<file path="config.mk">
export PLATFORM = sky130hd
export DESIGN_NAME = clocked_ff_bank
export DESIGN_NICKNAME = d
export VERILOG_FILES = /design/src/rtl/clocked_ff_pkg.sv /design/src/rtl/clocked_ff_cell.sv /design/src/rtl/clocked_ff_bank.sv
export SDC_FILE = /design/constraint.sdc
export NUM_CORES = 1
export LEC_CHECK = 0
export ABC_AREA = 1
export BUFFER_PORTS_ARGS = -buffer_cell sky130_fd_sc_hd__buf_2
export CAP_MARGIN = 10
export CORE_MARGIN = 2
export CORE_UTILIZATION = 30
export DETAILED_ROUTE_END_ITERATION = 8
export HOLD_SLACK_MARGIN = 0.1
export SYNTH_ARGS = -nofsm -noshare
export SYNTH_HDL_FRONTEND = slang
export SYNTH_SLANG_ARGS = --single-unit
</file>
<file path="constraint.sdc">
create_clock -name CLK_DRV -period 0.95 [get_ports CLK_DRV]
set_input_delay 0.0475 -clock CLK_DRV [delete_from_list [all_inputs] [get_ports CLK_DRV]]
set_output_delay 0.0475 -clock CLK_DRV [all_outputs]
set_load 0.03 [all_outputs]
</file>
<file path="src/rtl/clocked_ff_pkg.sv">
// Shared types and the next-state rule for the emulated flip-flop bank.
package clocked_ff_pkg;

  localparam int MAX_WIDTH = 32;

  typedef enum logic [1:0] {FF_SR, FF_JK, FF_D, FF_T} ff_mode_e;
  typedef enum logic       {EDGE_FALL, EDGE_RISE}     ff_edge_e;
  typedef enum logic [1:0] {SRB_HOLD, SRB_RESET, SRB_SET} sr_both_e;

  // j doubles as S/J/D/T, k as R/K depending on mode.
  function automatic logic ff_next(ff_mode_e mode, sr_both_e srb,
                                   logic q, logic j, logic k);
    logic n;
    n = q;
    case (mode)
      FF_SR: case ({j, k})
        2'b10:   n = 1'b1;
        2'b01:   n = 1'b0;
        2'b11:   n = (srb == SRB_RESET) ? 1'b0 : (srb == SRB_SET) ? 1'b1 : q;
        default: n = q;
      endcase
      FF_JK: case ({j, k})
        2'b10:   n = 1'b1;
        2'b01:   n = 1'b0;
        2'b11:   n = ~q;
        default: n = q;
      endcase
      FF_D:    n = j;
      FF_T:    n = j ? ~q : q;
      default: n = q;
    endcase
    return n;
  endfunction

endpackage

</file>
<file path="src/rtl/clocked_ff_cell.sv">
// One flip-flop channel: async preset/clear emulated synchronously on clk.
module clocked_ff_cell
  import clocked_ff_pkg::*;
#(
  parameter ff_mode_e MODE    = FF_JK,
  parameter sr_both_e SR_BOTH = SRB_HOLD
) (
  input  logic clk,
  input  logic rst_n,
  input  logic hit,
  input  logic pre_n,
  input  logic clr_n,
  input  logic j,
  input  logic k,
  output logic q,
  output logic q_n
);

  logic state;
  logic nxt;

  // Both outputs high means preset+clear was active; the stored state is then 0.
  assign state = q & ~q_n;

  always_comb begin
    nxt = state;
    if (hit) nxt = ff_next(MODE, SR_BOTH, state, j, k);
  end

  always_ff @(posedge clk or negedge rst_n) begin
    if (!rst_n) begin
      q   <= 1'b0;
      q_n <= 1'b1;
    end else if (!pre_n && !clr_n) begin
      q   <= 1'b1;
      q_n <= 1'b1;
    end else if (!clr_n) begin
      q   <= 1'b0;
      q_n <= 1'b1;
    end else if (!pre_n) begin
      q   <= 1'b1;
      q_n <= 1'b0;
    end else begin
      q   <= nxt;
      q_n <= ~nxt;
    end
  end

endmodule

</file>
<file path="src/rtl/clocked_ff_bank.sv">
// Bank of flip-flops clocked by an emulated CLK_N, oversampled on CLK_DRV.
module clocked_ff_bank
  import clocked_ff_pkg::*;
#(
  parameter int       WIDTH   = 4,
  parameter ff_mode_e MODE    = FF_JK,
  parameter ff_edge_e EDGE    = EDGE_FALL,
  parameter sr_both_e SR_BOTH = SRB_HOLD
) (
  input  logic             CLK_DRV,
  input  logic             RESET_N,
  input  logic             CLK_N,
  input  logic [WIDTH-1:0] PRE_N,
  input  logic [WIDTH-1:0] CLR_N,
  input  logic [WIDTH-1:0] J,
  input  logic [WIDTH-1:0] K,
  output logic [WIDTH-1:0] Q,
  output logic [WIDTH-1:0] Q_N
);

  if (WIDTH < 1 || WIDTH > MAX_WIDTH) begin : g_bad_width
    $error("clocked_ff_bank: WIDTH out of range");
  end

  logic clk_n_d;
  logic armed;
  logic hit;

  // armed keeps the reset value of clk_n_d from looking like an edge.
  always_ff @(posedge CLK_DRV or negedge RESET_N) begin
    if (!RESET_N) begin
      clk_n_d <= 1'b0;
      armed   <= 1'b0;
    end else begin
      clk_n_d <= CLK_N;
      armed   <= 1'b1;
    end
  end

  assign hit = armed && ((EDGE == EDGE_FALL) ? (clk_n_d && !CLK_N)
                                             : (!clk_n_d && CLK_N));

  for (genvar i = 0; i < WIDTH; i++) begin : g_ch
    clocked_ff_cell #(
      .MODE    (MODE),
      .SR_BOTH (SR_BOTH)
    ) u_cell (
      .clk   (CLK_DRV),
      .rst_n (RESET_N),
      .hit   (hit),
      .pre_n (PRE_N[i]),
      .clr_n (CLR_N[i]),
      .j     (J[i]),
      .k     (K[i]),
      .q     (Q[i]),
      .q_n   (Q_N[i])
    );
  end

endmodule

</file>
Word-level counts from Yosys, hierarchy flattened. Cells that the tools add are included.

Output and inout port bits: 8. Logic and storage cells: 85. Flip-flop bits (word level): 10. Bits of input ports: 19.

Muxes and demuxes: 32. Reductions and logical operators: 15. Equality and inequality tests: 12. Bitwise operators: 16.

Operator list (count): two-way mux 1 bit (28); equality test 2 bit, second input constant (8); inverter 1 bit (12); case mux 1 bit (3 select lines) (4); logical NOT 1 bit (9); equality test 2 x 1 -> 1 bit, second input constant (4); logical AND 1 bit (6); AND 1 bit (4).

Logic depth before layout (Yosys ltp). Gate-level depths: netlist (run 1).

Word-level depth: 9. Gate-level depth with buffers: 7. Depth with buffers taken out: 7.

Cells and area by module. Synthesis (run 1) repeated with hierarchy kept, for this count alone.

Cells, all modules: 57. Area total of the unflattened synthesis: 494.2 µm².

Modules (own cells, without submodules): clocked_ff_cell (sequential area each 51.3 µm², times used 4, area an instance 107.6 µm², cells an instance 13); clocked_ff_bank (sequential area each 50.0 µm², times used 1, area an instance 63.8 µm², cells an instance 5).

Worst setup path before layout (run 1). No wires, ideal clock.

Path kind: register to register. Start point: register g_ch[0].u_cell.q_n. End point: register g_ch[0].u_cell.q. Path buffers: 0. Data arrival time: 0.884 ns. Library setup time: 0.071 ns. Data required time: 0.879 ns. Stages on the path, launching flop included: 7. Setup slack: -0.005 ns. Path through: dfstp_2 inv_1 nand2_1 nand2_1 o21bai_1 nor2_1 nor2_1.

Longest elaborated chain between the ends: 8.

Ends and longest elaborated chain: start, declared (line clocked_ff_cell.sv:16) `output logic q_n`; start signal, assigned (line clocked_ff_cell.sv:45) `q_n <= ~nxt;`; inverter 1 bit * (line clocked_ff_cell.sv:23) `assign state = q & ~q_n;`; AND 1 bit * (line clocked_ff_cell.sv:23); inverter 1 bit (line clocked_ff_pkg.sv:25) `2'b11: n = ~q;`; case mux 1 bit (3 select lines) (line clocked_ff_pkg.sv:22) `FF_JK: case ({j, k})`; two-way mux 1 bit * (line clocked_ff_cell.sv:27) `if (hit) nxt = ff_next(MODE, SR_BOTH, state, j, k);`; two-way mux 1 bit * (line clocked_ff_cell.sv:40) `end else if (!pre_n) begin`; two-way mux 1 bit * (line clocked_ff_cell.sv:37) `end else if (!clr_n) begin`; two-way mux 1 bit * (line clocked_ff_cell.sv:34) `end else if (!pre_n && !clr_n) begin`; end signal, assigned (line clocked_ff_cell.sv:44) `q <= nxt;`; end, declared (line clocked_ff_cell.sv:15) `output logic q,`.

Mark *: on every way between the ends. The rest lies on a longest branch, timed or not.

Final worst setup path (run 1).
Start point: register g_ch[3].u_cell.q_n. End point: output Q_N[3].

RTL lines: start, declared (line clocked_ff_cell.sv:16); start signal, assigned (line clocked_ff_cell.sv:45); end, declared (line clocked_ff_bank.sv:18) `output logic [WIDTH-1:0] Q_N`.

No word-level cell between the ends.

==> results of run 1 <==
-- cells by family (layout without fill, tap and decap cells) --
logic type / count (synthesis) / after routing / synth area share (%)
AOI/OAI and AO/OA: 8 / 8 / 8.97
other: 1 / 1 / 0.672
buffers and inverters: 25 / 59 / 22.2
DFF: 10 / 10 / 45.7
and+or+nand+nor: 29 / 29 / 22.4
-- routing by layer --
metal	global-route usage [%]	share of wire [%]	vias up
met3	3.85	4.1	4
met4	10.0	3.6	0
met1	12.7	39	239
met5	0	0	-
li1	-	-	280
met2	21.6	54	19
-- stage by stage --
step	utilization [%]	setup TNS [ns]	area (um^2)	setup WS [ns]	hold WS, ns
after floorplan	-	-0.0211	558	-0.00527	-0.248
after global placement	37.8	-0.344	659	-0.0609	-0.0826
after detailed placement	37.8	-0.419	659	-0.0751	-0.0802
after CTS	46.6	-0.783	813	-0.0902	0.124
after global routing	48.4	-1.62	845	-0.196	0.135
final	48.4	-0.877	845	-0.141	0.117
-- power by group through the flow --
stage                     registers, mW  clock network [mW]  logic, mW
after floorplan                   0.489                   0      0.164
after global placement            0.490                   0      0.207
after detailed placement          0.491                   0      0.209
after CTS                         0.487               0.394      0.251
after global routing              0.496               0.409      0.298
final                             0.491               0.382      0.271
-- cell type report --
class / instances / area (um^2)
well taps: 25 / 31.3
clock buffers: 4 / 36.3
fillers: 180 / 901
repair buffers: 38 / 267
flip-flops and latches: 10 / 255
inverters: 17 / 63.8
multi-input cells: 38 / 191
-- worst max-delay path, stage by stage, from the launching register on --
cell     delay (ns)
dfstp_2        0.55
buf_4          0.11
buf_6          0.12
-- sequential cells by signal, indices dropped and copies added, names as in the netlist --
signal	cells
armed	1
clk_n_d	1
g_ch.u_cell.q_n	4
g_ch.u_cell.q	4
-- cells in the final DEF (no fill, tap or decap) --
cell type / n
clkbuf_8: 1
conb_1: 1
inv_1: 13
o21bai_1: 4
nor2_1: 12
nand4_1: 4
buf_4: 3
nand2_1: 7
o21ai_1: 4
buf_6: 3
dfstp_2: 4
dfrtp_1: 6
nand3_2: 1
dlygate4sd3_1: 10
nand2_2: 5
inv_2: 4
buf_2: 22
clkbuf_4: 3
-- path summary, 6_finish.rpt --
path / end / from / slack [ns]
setup / recovery: Q_N[3] / g_ch[3].u_cell.q_n$_DFF_PN1_ / -0.14
hold / removal: g_ch[3].u_cell.q_n$_DFF_PN1_ / K[3] / 0.12
setup reg to reg: g_ch[3].u_cell.q$_DFF_PN0_ / g_ch[3].u_cell.q_n$_DFF_PN1_ / -0.10
hold reg to reg: g_ch[0].u_cell.q_n$_DFF_PN1_ / g_ch[0].u_cell.q$_DFF_PN0_ / 0.63
max in group asynchronous: g_ch[0].u_cell.q_n$_DFF_PN1_ / RESET_N / 0.52
min in group asynchronous: g_ch[3].u_cell.q$_DFF_PN0_ / RESET_N / 0.17
-- what timing repair did --
action	CTS	global route
setup buffers	0	2
hold buffers	10	0
endpoints found under the hold margin	19	0
pin swaps	1	8
endpoints found under the setup margin	12	12
gates resized for setup	8	13
==> results.cfg, run 1 <==
[outcome]
outcome = complete, but fails checks
violations = negative setup slack

[power_and_ir_drop]
p_seq_share_pct = 42.9
p_total_mw = 1.14
p_comb_share_pct = 23.7
p_per_area_mw_per_mm2 = 1360
power_switching_mw = 0.320
p_int_mw = 0.825
clkPwrFrac_pct = 33.4
p_sw_share_pct = 27.9
ir_worst_vdd_mv = 0.633
leakage_nw = 0.489

[min_path]
hold_depth = 5
hold_path.class = in2reg

[synthesis]
netlist_area_um2 = 558
ys_seq_area_share_pct = 45.7
synth-main-ff-cell = dfrtp_1
synth_fp_nets = 92
synth_top_area_share_pct = 26.9
async_flop_share_pct = 100
synth_top_cells_by_count = 17 x inv_1, 12 x nand2_1, 12 x nor2_1, 8 x buf_4, 6 x dfrtp_1
synth_seq_cells = 10
syn_inst = 73
synth_most_common_cell = inv_1
ys_types = 11
synth_edf_count = 0
synth_top_area_cell = dfrtp_1
yosysWarnings = 0
ys_top_cells_by_area = dfrtp_1 27%, dfstp_2 19%, inv_1 11%
avgSynthCellArea_um2 = 7.64

[setup_path]
path_class = reg2out
crit_path_start_kind = flop
crit_path_end_kind = output pin
reg2reg_depth = 6
cp.required_ns = 0.90
cp_max_fo = 2
worstPathArrival_ns = 1.04

[global_routing]
grt_antenna_before_repair = 0
grt_max_degree = 11
grt_overflow = 0
grt_pass1_wl_mm = 1.83
grt_pass1_vias = 479
grt_usage_pct = 12.7

[sta]
setup_viol = 12
final.min_clock_period_ns = 1.09
hold_viol_final = 0
setup_slack_ns = -0.141
fin_crit_sh_pct = 115
fmax_mhz = 916
drv_slew = 0
rsz0062_at_grt = yes
fin_worst_skew_ns = 0.00340

[floorplan]
rows = 15
die_h_um = 47.1
ios = 27
core_mm2 = 0.00175
start_util_pct = 32.0
die_area_mm2 = 0.00222
die_w_um = 47.1

[cts]
cts_tree = yes
cts.htree.levels = 1
clock_latency_ns = 0.26
cts-root-buf = clkbuf_4
cts_max_path_buffers = 2
cts-buffers-inserted = 3
cts.clk_slew.worst_paths_ns = 0.07
cts_sinks = 10

[route]
drc = 0
routedWlPerCell_um = 9.23
drtAntennaViolNets = 0
vias = 542
drt_wl_total_mm = 1.22
drt_iter0_drc = 3
viasPerCell = 4.11
first_pass_iters = 4

[cells_and_area]
nNetsFinal = 127
final_cells = 132
antennaDiodeCount = 0
drive_gt1_share_pct = 43.0
area_delta_synth_final_pct = 51.3

[placement]
dpl.hpwl_um = 846
dp_cells = 116
io_buffers = 26
gp_congestion = 0.709

[run]
maxCapViolCount = 0
Note: power is estimated with default switching activity, not from simulation.
==> inputs of run 2 (changes only) <==
--- a/config.mk
+++ b/config.mk
@@ -5,7 +5,7 @@
 export SDC_FILE = /design/constraint.sdc
 export NUM_CORES = 1
 export LEC_CHECK = 0
-export ABC_AREA = 1
+export ABC_AREA = 0
 export BUFFER_PORTS_ARGS = -buffer_cell sky130_fd_sc_hd__buf_2
 export CAP_MARGIN = 10
 export CORE_MARGIN = 2
==> run 2 against run 1 <==
  * The flow still finishes with violations (negative setup slack)
  * Clock-buffer cell count fell by 1
  * Critical path depth rose by 1
  * Global-route usage fell by 1.4 points
  * Sequential share of layout area rose by 0.25 points
  * Final area rose by 0.15%
  * Utilization rose by 0.60 points
  * Clock power fell by 30%
  * Largest cell class unchanged
  * Highest routed layer is now met3
==> results.cfg, run 2 <==
[outcome]
outcome = complete, but fails checks
violations = negative setup slack

[synthesis]
synth_edf_count = 0
netlist_area_um2 = 547
yosysWarnings = 0
ys_types = 16
async_flop_share_pct = 100
synth_top_area_share_pct = 27.5
ys_top_cells_by_area = dfrtp_1 27%, dfstp_2 19%, buf_4 11%
synth_top_area_cell = dfrtp_1
syn_inst = 48
synth-main-ff-cell = dfrtp_1
synth_top_cells_by_count = 8 x buf_4, 6 x dfrtp_1, 6 x inv_1, 4 x dfstp_2, 4 x nand4b_1
synth_most_common_cell = buf_4
synth_seq_cells = 10
avgSynthCellArea_um2 = 11.4
synth_fp_nets = 67
ys_seq_area_share_pct = 46.7

[floorplan]
rows = 15
core_mm2 = 0.00173
ios = 27
die_area_mm2 = 0.00218
die_h_um = 46.7
start_util_pct = 31.7
die_w_um = 46.7

[global_routing]
grt_pass1_vias = 419
grt_antenna_before_repair = 0
grt_usage_pct = 11.2
grt_max_degree = 11
grt_pass1_wl_mm = 1.65
grt_overflow = 0

[power_and_ir_drop]
leakage_nw = 0.432
p_per_area_mw_per_mm2 = 1220
ir_worst_vdd_mv = 0.768
p_total_mw = 1.03

[cells_and_area]
final_common_cell = buf_2
final_cells = 106
final_cell_mix = 22 x buf_2, 11 x dlygate4sd3_1, 6 x inv_1
n_fill_cell = 176
area_delta_synth_final_pct = 54.7
drive_gt1_share_pct = 53.1
reg_top3 = g_ch.u_cell.q (4), g_ch.u_cell.q_n (4)
antennaDiodeCount = 0
nNetsFinal = 102

[cts]
cts-root-buf = clkbuf_4
cts-buffers-inserted = 3
cts.clk_slew.worst_paths_ns = 0.06
cts_max_path_buffers = 2
cts.htree.levels = 1
cts_sinks = 10
clock_latency_ns = 0.25
cts_tree = yes

[sta]
drv_slew = 0
rsz0062_at_grt = yes
setup_viol = 11
fmax_mhz = 932
fin_setup_tns_ns = -0.739
hold_viol_final = 0
fin_worst_skew_ns = 0.00153
fin_crit_sh_pct = 113
final.min_clock_period_ns = 1.07
setup_slack_ns = -0.123
hold-worst-slack_ns = 0.177

[placement]
dp_cells = 91
gp_congestion = 0.662
preCtsSetupSlack_ns = -0.106
dpl.hpwl_um = 770
io_buffers = 26

[setup_path]
worstPathArrival_ns = 1.27
crit_path_end_kind = flop
path_class = reg2reg
cp.required_ns = 1.15
crit_path_start_kind = flop
cp_max_fo = 2

[route]
routedWlPerCell_um = 11.4
drtAntennaViolNets = 0
first_pass_iters = 2
drt_iter0_drc = 5
vias = 454
drt_wl_total_mm = 1.21
viasPerCell = 4.28
drc = 0

[run]
maxCapViolCount = 0

[min_path]
hold_path.class = in2async
-- run 2: cell type report --
type                            instances  area (um^2)  area share, %
Inverter                                6         22.5           2.66
Timing Repair Buffer                   38          273           32.2
Tap cell                               25         31.3           3.70
Sequential cell                        10          258           30.5
Multi-Input combinational cell         24          239           28.3
Clock buffer                            3         22.5           2.66
-- run 2: routing by layer --
metal  GRT usage (%)  share of wire, %  vias up
met5               0                 0        -
met1            9.86                41      211
met4            3.33                 0        0
met3            5.88               5.1        0
met2            21.7                53       15
li1                -                 -      228
-- run 2: metrics by stage --
step                      area [um^2]  utilization, %
after CTS                         813            47.1
final                             846            49.0
after floorplan                   547               -
after detailed placement          648            37.5
after global placement            648            37.5
after global routing              846            49.0
-- run 2: what timing repair did --
action | CTS | global route
pin swaps | 3 | 3
hold buffers | 11 | 0
buffers inserted | 0 | 1
endpoints found under the setup margin | 12 | 12
resized for setup | 9 | 7
hold endpoints to repair | 19 | 0
-- run 2: worst paths after layout --
kind / startpoint / endpoint / slack [ns] / depth (start not counted)
hold reg to reg: g_ch[0].u_cell.q$_DFF_PN0_ / g_ch[0].u_cell.q_n$_DFF_PN1_ / 0.64 / 2
max in group asynchronous: RESET_N / g_ch[0].u_cell.q_n$_DFF_PN1_ / 0.52 / 2
setup reg to reg: g_ch[2].u_cell.q_n$_DFF_PN1_ / g_ch[2].u_cell.q$_DFF_PN0_ / -0.12 / 3
min in group CLK_DRV: J[0] / g_ch[0].u_cell.q_n$_DFF_PN1_ / 0.18 / 4
setup / recovery: g_ch[2].u_cell.q_n$_DFF_PN1_ / g_ch[2].u_cell.q$_DFF_PN0_ / -0.12 / 3
hold / removal: RESET_N / g_ch[0].u_cell.q$_DFF_PN0_ / 0.18 / 2
-- run 2: cells by family (layout without fill, tap and decap cells) --
family | count (synthesis) | after routing | share of synthesized area, %
AOI/OAI and AO/OA | 9 | 9 | 13.0
and+or+nand+nor | 11 | 11 | 19.0
DFF | 10 | 10 | 46.7
other | 1 | 1 | 0.686
muxes | 3 | 3 | 5.49
buffers and inverters | 14 | 47 | 15.1
-- run 2: critical path, cell delays in order, from the launching register on --
cell	delay, ns
dfstp_2	0.54
nand2b_4	0.12
mux2i_2	0.23
a21o_1	0.13
-- run 2: power breakdown --
part	switching (mW)	leakage, nW	internal, mW
registers	0.0319	0.110	0.466
logic	0.122	0.309	0.142
clock network	0.124	0.0138	0.145
total	0.277	0.432	0.754
==> inputs of run 3 (changes only) <==
--- a/config.mk
+++ b/config.mk
@@ -12,6 +12,7 @@
 export CORE_UTILIZATION = 30
 export DETAILED_ROUTE_END_ITERATION = 8
 export HOLD_SLACK_MARGIN = 0.1
+export REMOVE_ABC_BUFFERS = 1
 export SYNTH_ARGS = -nofsm -noshare
 export SYNTH_HDL_FRONTEND = slang
 export SYNTH_SLANG_ARGS = --single-unit
==> run 3 against run 2 <==
  * The run still ends with negative setup slack left
  * Worst hold slack worse by 0.059 ns
  * Cell count down 1.9%
  * Sequential cell count unchanged
  * Sequential power hardly changed
  * Global-route usage fell by 0.23 points
  * Clock-buffer cell count unchanged
==> results.cfg, run 3 (synthesized netlist as in run 2, its figures left out) <==
[outcome]
outcome = complete, but fails checks
violations = negative setup slack

[route]
first_pass_iters = 4
vias = 450
drc = 0
drtAntennaViolNets = 0
drt_iter0_drc = 2
viasPerCell = 4.33
routedWlPerCell_um = 10.4
drt_wl_total_mm = 1.08

[setup_path]
crit_family = flip-flops
cpMaxStageDelayCell = dfstp_2
worst-r2r-setup-slack_ns = -0.12
cp.required_ns = 1.15
reg2reg_to = g_ch[3].u_cell.q$_DFF_PN0_
worstPathArrival_ns = 1.27
cp_max_fo = 2
path_cells = nand2b_4 > mux2i_4 > a21o_1
path_class = reg2reg
reg2reg_depth = 3
slowest_delay_ns = 0.53
cp_num_buf_inv = 0
crit_path_end_kind = flop
crit_path_start_kind = flop
r2r-start = g_ch[3].u_cell.q_n$_DFF_PN1_

[cts]
cts.htree.levels = 1
cts_tree = yes
cts-root-buf = clkbuf_4
cts.clk_slew.worst_paths_ns = 0.06
cts_max_path_buffers = 2
cts_sinks = 10
clock_latency_ns = 0.25
cts-buffers-inserted = 3

[cells_and_area]
drive_gt1_share_pct = 53.2
area_delta_synth_final_pct = 53.3
antennaDiodeCount = 0
final_common_cell = buf_2
final_util_pct = 48.6
nNetsFinal = 100
regArea_um2 = 258
final_cell_mix = 22 x buf_2, 10 x dlygate4sd3_1, 6 x inv_1
n_fill_cell = 170
multi_input_area_um2 = 256
reg_top3 = g_ch.u_cell.q (4), g_ch.u_cell.q_n (4)
final_cells = 104

[power_and_ir_drop]
p_seq_share_pct = 48.0
p_int_mw = 0.750
leakage_nw = 0.426
p_per_area_mw_per_mm2 = 1230
p_sw_share_pct = 27.3
p_comb_share_pct = 25.3
clkPwrFrac_pct = 26.8
power_switching_mw = 0.282
ir_worst_vdd_mv = 0.566

[placement]
gp_congestion = 0.657
dpl.hpwl_um = 794
dp_cells = 91
io_buffers = 26
preCtsSetupSlack_ns = -0.122

[global_routing]
grt_pass1_vias = 426
grt_max_degree = 11
grt_overflow = 0
grt_usage_pct = 11.0
grt_pass1_wl_mm = 1.61
grt_antenna_before_repair = 0

[sta]
fin_setup_tns_ns = -0.695
fin_worst_skew_ns = 0.00293
setup_slack_ns = -0.116
drv_slew = 0
fin_crit_sh_pct = 112
hold-worst-slack_ns = 0.118
final.min_clock_period_ns = 1.07
setup_viol = 11
hold_viol_final = 0
rsz0062_at_grt = yes
fmax_mhz = 938

[floorplan]
core_mm2 = 0.00173
die_w_um = 46.7
die_h_um = 46.7
rows = 15
ios = 27
start_util_pct = 31.7
die_area_mm2 = 0.00218

[min_path]
hold_path.class = in2reg
min-delay-start = K[0]
hold_depth = 3
hold_end = g_ch[0].u_cell.q_n$_DFF_PN1_

[run]
maxCapViolCount = 0
==> run 3: changes by cell type in the layout (fill, tap and decap cells not counted) <==
cell / before / now
buf_6: 4 / 2
buf_4: 1 / 2
o21ai_1: 3 / 2
mux2i_4: 0 / 2
mux2i_2: 2 / 0
o21ai_0: 0 / 1
dlygate4sd3_1: 11 / 10
==> run 3: area by class of cell <==
cell class / count / share of cell area, %
clock buffers: 3 / 2.69
flip-flops and latches: 10 / 30.7
repair buffers: 36 / 29.6
well taps: 25 / 3.73
inverters: 6 / 2.69
multi-input cells: 24 / 30.6
==> run 3: power by group through the flow <==
| stage | combinational (mW) | clock, mW | sequential (mW) |
|---|---|---|---|
| global route | 0.284 | 0.308 | 0.500 |
| global placement | 0.194 | 0 | 0.492 |
| floorplan | 0.0599 | 0 | 0.546 |
| CTS | 0.249 | 0.286 | 0.495 |
| detailed placement | 0.196 | 0 | 0.494 |
| finish | 0.261 | 0.276 | 0.495 |
==> run 3: through the flow <==
stage	total power, mW	area, um^2
2_1_floorplan	0.606	487
3_3_place_gp	0.686	648
3_5_place_dp	0.690	648
4_1_cts	1.03	815
5_1_grt	1.09	838
6_report	1.03	838
==> run 3: timing repair <==
action                                 4_1_cts  5_1_grt
setup buffers                                0        0
gates resized for setup                     11        5
hold buffers                                10        0
pin swaps                                    5        1
setup endpoints to repair                   12       12
endpoints found under the hold margin       19        0
==> run 3: layer usage <==
| layer | global-route usage [%] | vias up | share of wire [%] |
|---|---|---|---|
| met5 | 0 | - | 0 |
| met4 | 5.00 | 0 | 0 |
| met3 | 5.10 | 0 | 6.8 |
| met2 | 18.9 | 17 | 55 |
| met1 | 11.3 | 204 | 38 |
| li1 | - | 229 | - |
==> run 3: worst max-delay path by stage <==
stage	startpoint	depth (start not counted)	endpoint
2_1_floorplan	g_ch[2].u_cell.q_n$_DFF_PN1_	3	g_ch[2].u_cell.q$_DFF_PN0_
3_3_place_gp	g_ch[3].u_cell.q_n$_DFF_PN1_	3	g_ch[3].u_cell.q$_DFF_PN0_
3_5_place_dp	g_ch[3].u_cell.q_n$_DFF_PN1_	3	g_ch[3].u_cell.q$_DFF_PN0_
4_1_cts	g_ch[3].u_cell.q_n$_DFF_PN1_	3	g_ch[3].u_cell.q$_DFF_PN0_
5_1_grt	g_ch[1].u_cell.q_n$_DFF_PN1_	3	g_ch[1].u_cell.q$_DFF_PN0_
6_report	g_ch[3].u_cell.q_n$_DFF_PN1_	3	g_ch[3].u_cell.q$_DFF_PN0_
==> run 3: worst register-to-register path, cell delays in order, from the launching register on <==
cell and delay [ns]:
dfstp_2 0.53, nand2b_4 0.13, mux2i_4 0.22, a21o_1 0.13
